===== config.mk =====
export PLATFORM = sky130hd
export DESIGN_NAME = shift_exec_stage_flat
export DESIGN_NICKNAME = d
export VERILOG_FILES = /design/src/rtl/shift_exec_stage_if.sv /design/src/rtl/shift_exec_stage.sv /design/src/flat_wrapper.sv
export SDC_FILE = /design/constraint.sdc
export NUM_CORES = 1
export LEC_CHECK = 0
export BUFFER_PORTS_ARGS = -buffer_cell sky130_fd_sc_hd__buf_2
export CAP_MARGIN = 30
export CELL_PAD_IN_SITES_DETAIL_PLACEMENT = 1
export CELL_PAD_IN_SITES_GLOBAL_PLACEMENT = 1
export CORE_AREA = 2 2 141 143
export DETAILED_ROUTE_END_ITERATION = 8
export DIE_AREA = 0 0 143 145
export PLACE_DENSITY = 0.8
export SLEW_MARGIN = 20
export SYNTH_ARGS = -nofsm -noshare
export SYNTH_HDL_FRONTEND = slang
export SYNTH_SLANG_ARGS = --single-unit

===== constraint.sdc =====
create_clock -name clk -period 2.85 [get_ports clk]
set_input_delay 0.4275 -clock clk [delete_from_list [all_inputs] [get_ports clk]]
set_output_delay 0.4275 -clock clk [all_outputs]
set_load 0.01 [all_outputs]

===== src/rtl/shift_exec_stage_if.sv =====
`default_nettype none
// +----------------------------------------------------------------------------+
// | shift_exec_stage_if                                                        |
// | Decode-side request, writeback-side response and flush for the shift stage |
// | Revision: 1.0                                                              |
// +----------------------------------------------------------------------------+
interface shift_exec_stage_if #(
    parameter int REG_ADDR_W = 5
);
    logic                  flush;
    logic                  in_valid;
    logic                  in_ready;
    logic [31:0]           in_src;
    logic [31:0]           in_shreg;
    logic [4:0]            in_imm;
    logic                  in_var;
    logic                  in_type;
    logic                  in_dir;
    logic [REG_ADDR_W-1:0] in_rd;
    logic                  out_valid;
    logic                  out_ready;
    logic [31:0]           out_result;
    logic [REG_ADDR_W-1:0] out_rd;
    logic                  out_carry;
    logic                  out_zero;

    modport master (
        output flush, in_valid, in_src, in_shreg, in_imm, in_var, in_type, in_dir, in_rd,
        output out_ready,
        input  in_ready, out_valid, out_result, out_rd, out_carry, out_zero
    );

    modport slave (
        input  flush, in_valid, in_src, in_shreg, in_imm, in_var, in_type, in_dir, in_rd,
        input  out_ready,
        output in_ready, out_valid, out_result, out_rd, out_carry, out_zero
    );
endinterface
`default_nettype wire


===== src/rtl/shift_exec_stage.sv =====
`default_nettype none
// +----------------------------------------------------------------------------+
// | shift_exec_stage                                                           |
// | Two-stage valid/ready execute wrapper around a 32-bit barrel shifter       |
// | Revision: 1.0                                                              |
// +----------------------------------------------------------------------------+
module shift_exec_stage #(
    parameter int REG_ADDR_W = 5
) (
    input  wire                 clk,
    input  wire                 rst,
    shift_exec_stage_if.slave   bus_io
);
    logic                  s1_valid_q, s1_valid_d;
    logic [31:0]           s1_src_q,   s1_src_d;
    logic [4:0]            s1_shamt_q, s1_shamt_d;
    logic                  s1_type_q,  s1_type_d;
    logic                  s1_dir_q,   s1_dir_d;
    logic [REG_ADDR_W-1:0] s1_rd_q,    s1_rd_d;

    logic                  s2_valid_q, s2_valid_d;
    logic [31:0]           s2_result_q, s2_result_d;
    logic [REG_ADDR_W-1:0] s2_rd_q,    s2_rd_d;
    logic                  s2_carry_q, s2_carry_d;
    logic                  s2_zero_q,  s2_zero_d;

    logic        w_s2_adv;
    logic        w_s1_load;
    logic        w_accept;
    logic [32:0] w_left;
    logic [32:0] w_right;
    logic [31:0] w_sh_result;
    logic        w_sh_carry;

    assign w_s2_adv  = !s2_valid_q || bus_io.out_ready;
    assign w_s1_load = !s1_valid_q || w_s2_adv;
    assign w_accept  = bus_io.in_valid && w_s1_load && !bus_io.flush;

    assign bus_io.in_ready   = w_s1_load && !bus_io.flush;
    assign bus_io.out_valid  = s2_valid_q;
    assign bus_io.out_result = s2_result_q;
    assign bus_io.out_rd     = s2_rd_q;
    assign bus_io.out_carry  = s2_carry_q;
    assign bus_io.out_zero   = s2_zero_q;

    // A 33rd bit on the far side of the shift catches the last bit shifted out;
    // with shamt=0 that bit stays 0, giving carry=0 for free.
    always_comb begin
        w_left      = {1'b0, s1_src_q} << s1_shamt_q;
        w_right     = s1_type_q ? 33'($signed({s1_src_q, 1'b0}) >>> s1_shamt_q)
                                : ({s1_src_q, 1'b0} >> s1_shamt_q);
        w_sh_result = s1_dir_q ? w_right[32:1] : w_left[31:0];
        w_sh_carry  = s1_dir_q ? w_right[0]    : w_left[32];
    end

    always_comb begin
        s1_valid_d  = s1_valid_q;
        s1_src_d    = s1_src_q;
        s1_shamt_d  = s1_shamt_q;
        s1_type_d   = s1_type_q;
        s1_dir_d    = s1_dir_q;
        s1_rd_d     = s1_rd_q;
        s2_valid_d  = s2_valid_q;
        s2_result_d = s2_result_q;
        s2_rd_d     = s2_rd_q;
        s2_carry_d  = s2_carry_q;
        s2_zero_d   = s2_zero_q;

        if (bus_io.flush) begin
            s1_valid_d = 1'b0;
            s2_valid_d = 1'b0;
        end else begin
            if (w_s2_adv) begin
                s2_valid_d = s1_valid_q;
                if (s1_valid_q) begin
                    s2_result_d = w_sh_result;
                    s2_rd_d     = s1_rd_q;
                    s2_carry_d  = w_sh_carry;
                    s2_zero_d   = (w_sh_result == 32'd0);
                end
            end
            if (w_s1_load) begin
                s1_valid_d = bus_io.in_valid;
                if (w_accept) begin
                    s1_src_d   = bus_io.in_src;
                    s1_shamt_d = bus_io.in_var ? bus_io.in_shreg[4:0] : bus_io.in_imm;
                    s1_type_d  = bus_io.in_type;
                    s1_dir_d   = bus_io.in_dir;
                    s1_rd_d    = bus_io.in_rd;
                end
            end
        end
    end

    always_ff @(posedge clk) begin
        if (rst) begin
            s1_valid_q  <= 1'b0;
            s1_src_q    <= 32'd0;
            s1_shamt_q  <= 5'd0;
            s1_type_q   <= 1'b0;
            s1_dir_q    <= 1'b0;
            s1_rd_q     <= '0;
            s2_valid_q  <= 1'b0;
            s2_result_q <= 32'd0;
            s2_rd_q     <= '0;
            s2_carry_q  <= 1'b0;
            s2_zero_q   <= 1'b0;
        end else begin
            s1_valid_q  <= s1_valid_d;
            s1_src_q    <= s1_src_d;
            s1_shamt_q  <= s1_shamt_d;
            s1_type_q   <= s1_type_d;
            s1_dir_q    <= s1_dir_d;
            s1_rd_q     <= s1_rd_d;
            s2_valid_q  <= s2_valid_d;
            s2_result_q <= s2_result_d;
            s2_rd_q     <= s2_rd_d;
            s2_carry_q  <= s2_carry_d;
            s2_zero_q   <= s2_zero_d;
        end
    end
endmodule
`default_nettype wire

===== src/flat_wrapper.sv =====
// flat-port wrapper written by rule: the top's interface ports become plain ports
module shift_exec_stage_flat 
#(
    parameter int REG_ADDR_W = 5
)
  (clk, rst, bus_io_flush, bus_io_in_valid, bus_io_in_src, bus_io_in_shreg, bus_io_in_imm, bus_io_in_var, bus_io_in_type, bus_io_in_dir, bus_io_in_rd, bus_io_out_ready, bus_io_in_ready, bus_io_out_valid, bus_io_out_result, bus_io_out_rd, bus_io_out_carry, bus_io_out_zero);
  shift_exec_stage_if #(.REG_ADDR_W(REG_ADDR_W)) bus_io_i ();
  input  wire clk;
  input  wire rst;
  input wire logic [$bits(bus_io_i.flush)-1:0] bus_io_flush;
  input wire logic [$bits(bus_io_i.in_valid)-1:0] bus_io_in_valid;
  input wire logic [$bits(bus_io_i.in_src)-1:0] bus_io_in_src;
  input wire logic [$bits(bus_io_i.in_shreg)-1:0] bus_io_in_shreg;
  input wire logic [$bits(bus_io_i.in_imm)-1:0] bus_io_in_imm;
  input wire logic [$bits(bus_io_i.in_var)-1:0] bus_io_in_var;
  input wire logic [$bits(bus_io_i.in_type)-1:0] bus_io_in_type;
  input wire logic [$bits(bus_io_i.in_dir)-1:0] bus_io_in_dir;
  input wire logic [$bits(bus_io_i.in_rd)-1:0] bus_io_in_rd;
  input wire logic [$bits(bus_io_i.out_ready)-1:0] bus_io_out_ready;
  output wire logic [$bits(bus_io_i.in_ready)-1:0] bus_io_in_ready;
  output wire logic [$bits(bus_io_i.out_valid)-1:0] bus_io_out_valid;
  output wire logic [$bits(bus_io_i.out_result)-1:0] bus_io_out_result;
  output wire logic [$bits(bus_io_i.out_rd)-1:0] bus_io_out_rd;
  output wire logic [$bits(bus_io_i.out_carry)-1:0] bus_io_out_carry;
  output wire logic [$bits(bus_io_i.out_zero)-1:0] bus_io_out_zero;
  assign bus_io_i.flush = bus_io_flush;
  assign bus_io_i.in_valid = bus_io_in_valid;
  assign bus_io_i.in_src = bus_io_in_src;
  assign bus_io_i.in_shreg = bus_io_in_shreg;
  assign bus_io_i.in_imm = bus_io_in_imm;
  assign bus_io_i.in_var = bus_io_in_var;
  assign bus_io_i.in_type = bus_io_in_type;
  assign bus_io_i.in_dir = bus_io_in_dir;
  assign bus_io_i.in_rd = bus_io_in_rd;
  assign bus_io_i.out_ready = bus_io_out_ready;
  assign bus_io_in_ready = bus_io_i.in_ready;
  assign bus_io_out_valid = bus_io_i.out_valid;
  assign bus_io_out_result = bus_io_i.out_result;
  assign bus_io_out_rd = bus_io_i.out_rd;
  assign bus_io_out_carry = bus_io_i.out_carry;
  assign bus_io_out_zero = bus_io_i.out_zero;
  shift_exec_stage #(.REG_ADDR_W(REG_ADDR_W)) u_core (.clk(clk), .rst(rst), .bus_io(bus_io_i));
endmodule

==> metrics.txt <==
status complete, but fails checks; failing checks negative setup slack; share of cells above drive strength 1 40.6%; Comb pwr share 42.3%; final global-route overflow total 0; crit start category flop; Top FF cell, synth dfxtp_1; Ports 123; Worst Setup SP u_core.s1_shamt_q[1]; Power Density 401 mW/mm²; non-filler cells in the finished layout 1581; Routed Antenna Nets 0; worst path required time 3.16 ns; Final Hold Violating Endpoints 0; # hold bufs at CTS 0; Hold Startpoint bus_io_in_src[8]; Max-slew headroom 49.8%; first-pass GRT wire length 66.2 mm; Clock transition at path regs 0.08 ns; Initial Utilization 43.4%; nets@finish 1392; Overall Power 4.62 mW; DRT iter0 DRCs 1512; Tightest Pin Transition 0.746 ns; RePlAce Congestion 1.03; leakage power 4.55 nW; clock power share 28.8%; synth unique cells 77; Critical Path AT 3.45 ns; FP Rows 51; Vias/cell 7.01; placed cell count 1541; CP peak stage delay 0.43 ns; hpwl dp 32.5 mm; CP Buf/Inv Count 4; Worst Hold Class in2reg; Post-Route Setup TNS -0.370 ns; Internal Power 2.80 mW; Crit Path Class reg2reg; PortBufs 95; largest net degree at the start of global routing 65; switching power 1.81 mW; Mapped Area 0.00833 mm²; Sink Count 85; Fin Hold WS 0.301 ns; Root Driver clkbuf_16; 1st-pass router iterations 6; Peak supply drop 353 µV; Core ar. 0.0192 mm²; register area share after synthesis 20.4%; vias in the first global route 10500; Seq cells post-synth 85; fraction of registers with async set/reset 0%; switch share 39.3%; routed length per placed instance 31.9 µm; Slew Limit Fails 0; Die ar. 0.0207 mm²; Syn Inst Count 1064; vias after detailed routing 11100; DRC 0; clk_skew 0.0148 ns; TritonCTS clock tree yes; synthesized area per cell 7.83 µm²; Syn-to-layout area delta 38.2%; Num CTS Buffers 9; final cycle utilization of the critical path 110%; Worst Path Max Fanout 7; Synthesized Nets 1146; max cap viols 0; crit path time final 3.15 ns; Synth warnings 0; slowest cell on the critical path dfxtp_4; H-tree levels 3; clock latency on the worst-skew pair 0.37 ns; CP cell instances buf_12 -> buf_6 -> nor2_2 -> buf_4 -> buf_4 -> nor2_1 -> o21ai_0 -> nand4_1 -> a311oi_2 -> o2111ai_1 -> nor4_2 -> a31o_1; routed wire length 50.4 mm; worst-case clock buffer depth 2; crit-path most repeated cell buf_4; chip height 145 µm; share of power burned in registers 28.9%; Setup crit end kind flop; launch point of the worst reg-to-reg path u_core.s1_shamt_q[1]; gr usage total 42.2%; final worst slack -0.295 ns; EDFF count, synth 0; RSZ-0062 raised after global routing yes; Worst path top cell family by delay compound AO/OA/AOI/OAI gates; Die Wd 143 µm; maximum clock frequency 318 MHz; initial antenna violation count 1; endpoints failing setup 3
-- worst reg2reg max path, cell delays in order, from the launching register on --
cell and delay [ns]:
dfxtp_4 0.43, buf_12 0.18, buf_6 0.14, nor2_2 0.35, buf_4 0.20, buf_4 0.11
nor2_1 0.03, o21ai_0 0.39, nand4_1 0.26, a311oi_2 0.35, o2111ai_1 0.19, nor4_2 0.29
a31o_1 0.18
-- Yosys cell counts, drive strengths merged (4+ instances only) --
cell type | count | area share (%)
a211oi | 39 | 3.5
a21oi | 84 | 5.0
a221oi | 10 | 1.3
a22oi | 15 | 1.4
a311oi | 4 | 0.50
a31oi | 6 | 0.45
a32oi | 6 | 0.63
and2 | 8 | 0.60
and3 | 4 | 0.30
buf | 53 | 3.9
clkbuf | 82 | 3.7
dfxtp | 85 | 20
inv | 7 | 0.32
mux2 | 29 | 4.0
mux2i | 71 | 8.5
mux4 | 54 | 15
nand2 | 165 | 7.4
nand2b | 11 | 0.83
nand3 | 28 | 1.7
nand3b | 4 | 0.36
nand4 | 10 | 0.75
nor2 | 107 | 4.8
nor2b | 13 | 0.98
nor3 | 26 | 1.7
nor4 | 5 | 0.45
o2111ai | 4 | 0.42
o211ai | 18 | 1.6
o21ai | 42 | 2.5
o22ai | 5 | 0.38
o31ai | 5 | 0.45
o32ai | 6 | 0.63
or2 | 4 | 0.30
-- registers in the layout, indices dropped and copies added, names as in the netlist --
signal	cells
u_core.bus_io.out_result	32
u_core.s1_src_q	32
u_core.bus_io.out_rd	5
u_core.s1_rd_q	5
u_core.s1_shamt_q	5
u_core.bus_io.out_carry	1
u_core.bus_io.out_valid	1
u_core.bus_io.out_zero	1
u_core.s1_dir_q	1
u_core.s1_type_q	1
u_core.s1_valid_q	1
-- logic make-up after synthesis --
logic type      count (synthesis)  synth area share [%]
compound gates                282                  22.9
simple gates                  400                  21.7
flops                          85                  20.4
mux                           154                  27.1
buf+inv                       143                  7.93
-- metal layers --
metal / track usage, % / up-vias / share of wire, %
met5: 0 / - / 0
met4: 17.7 / 0 / 8.1
met3: 7.10 / 327 / 12
met2: 67.8 / 998 / 44
met1: 55.8 / 5313 / 36
li1: - / 4444 / -
-- power by group through the flow --
stage / clock network, mW / registers [mW] / logic (mW)
floorplan: 0 / 1.29 / 0.872
global placement: 0 / 1.34 / 1.59
detailed placement: 0 / 1.35 / 1.62
CTS: 1.32 / 1.31 / 1.70
global route: 1.38 / 1.33 / 2.00
finish: 1.33 / 1.33 / 1.95
-- worst paths after layout --
check | depth (start not counted) | slack, ns | end
max | 12 | -0.30 | u_core.bus_io.out_zero
min | 3 | 0.30 | u_core.s1_src_q[8]
max reg2reg | 12 | -0.30 | u_core.bus_io.out_zero
min reg2reg | 2 | 0.46 | u_core.bus_io.out_carry
-- per-stage QoR --
stage	setup WS, ns	instance area (µm²)	utilization, %
final	-0.295	11500	60.0
after global routing	-0.356	11500	60.0
after detailed placement	-0.393	10600	55.1
after global placement	-0.249	10600	55.1
after CTS	-0.0264	11100	57.9
after floorplan	0.252	8330	-
-- cell type report --
class | count | area [µm²]
Sequential cell | 85 | 1710
Clock inverter | 6 | 75.1
Fill cell | 2273 | 7690
Inverter | 8 | 30.0
Tap cell | 265 | 332
Clock buffer | 10 | 239
Timing Repair Buffer | 370 | 2830
Multi-Input combinational cell | 836 | 6290
Antenna cell | 1 | 2.50
-- cell usage in the layout (no fill, tap or decap), types with 4 or more instances in the layout --
master       n
o21ai_0     34
inv_1        7
clkbuf_16   10
buf_2       95
mux4_2      54
mux2i_1     65
nor3_1      20
dfxtp_1     81
nor3_2       6
a22oi_1     14
nand3_1     27
nor2b_1     12
or2_2        4
buf_12      20
a32oi_1      5
mux2_2      23
o211ai_1    18
a211oi_1    33
a221oi_1     4
nand3b_1     4
nand2_1    164
mux2_4       5
nand4_1     10
a31oi_1      6
and2_1       6
a21oi_1     81
nor2_1     103
o22ai_1      5
buf_4      248
a221oi_2     4
a211oi_2     6
buf_6        5
o21ai_1      7
and3_1       4
nand2b_1    11
-- timing repair --
item                       4_1_cts  5_1_grt
pin swaps                        3       20
gates cloned                     0        1
resized for setup               33       52
setup endpoints to repair        8        4
buffers inserted                 7       14
Power figures use the tool's default switching activity.
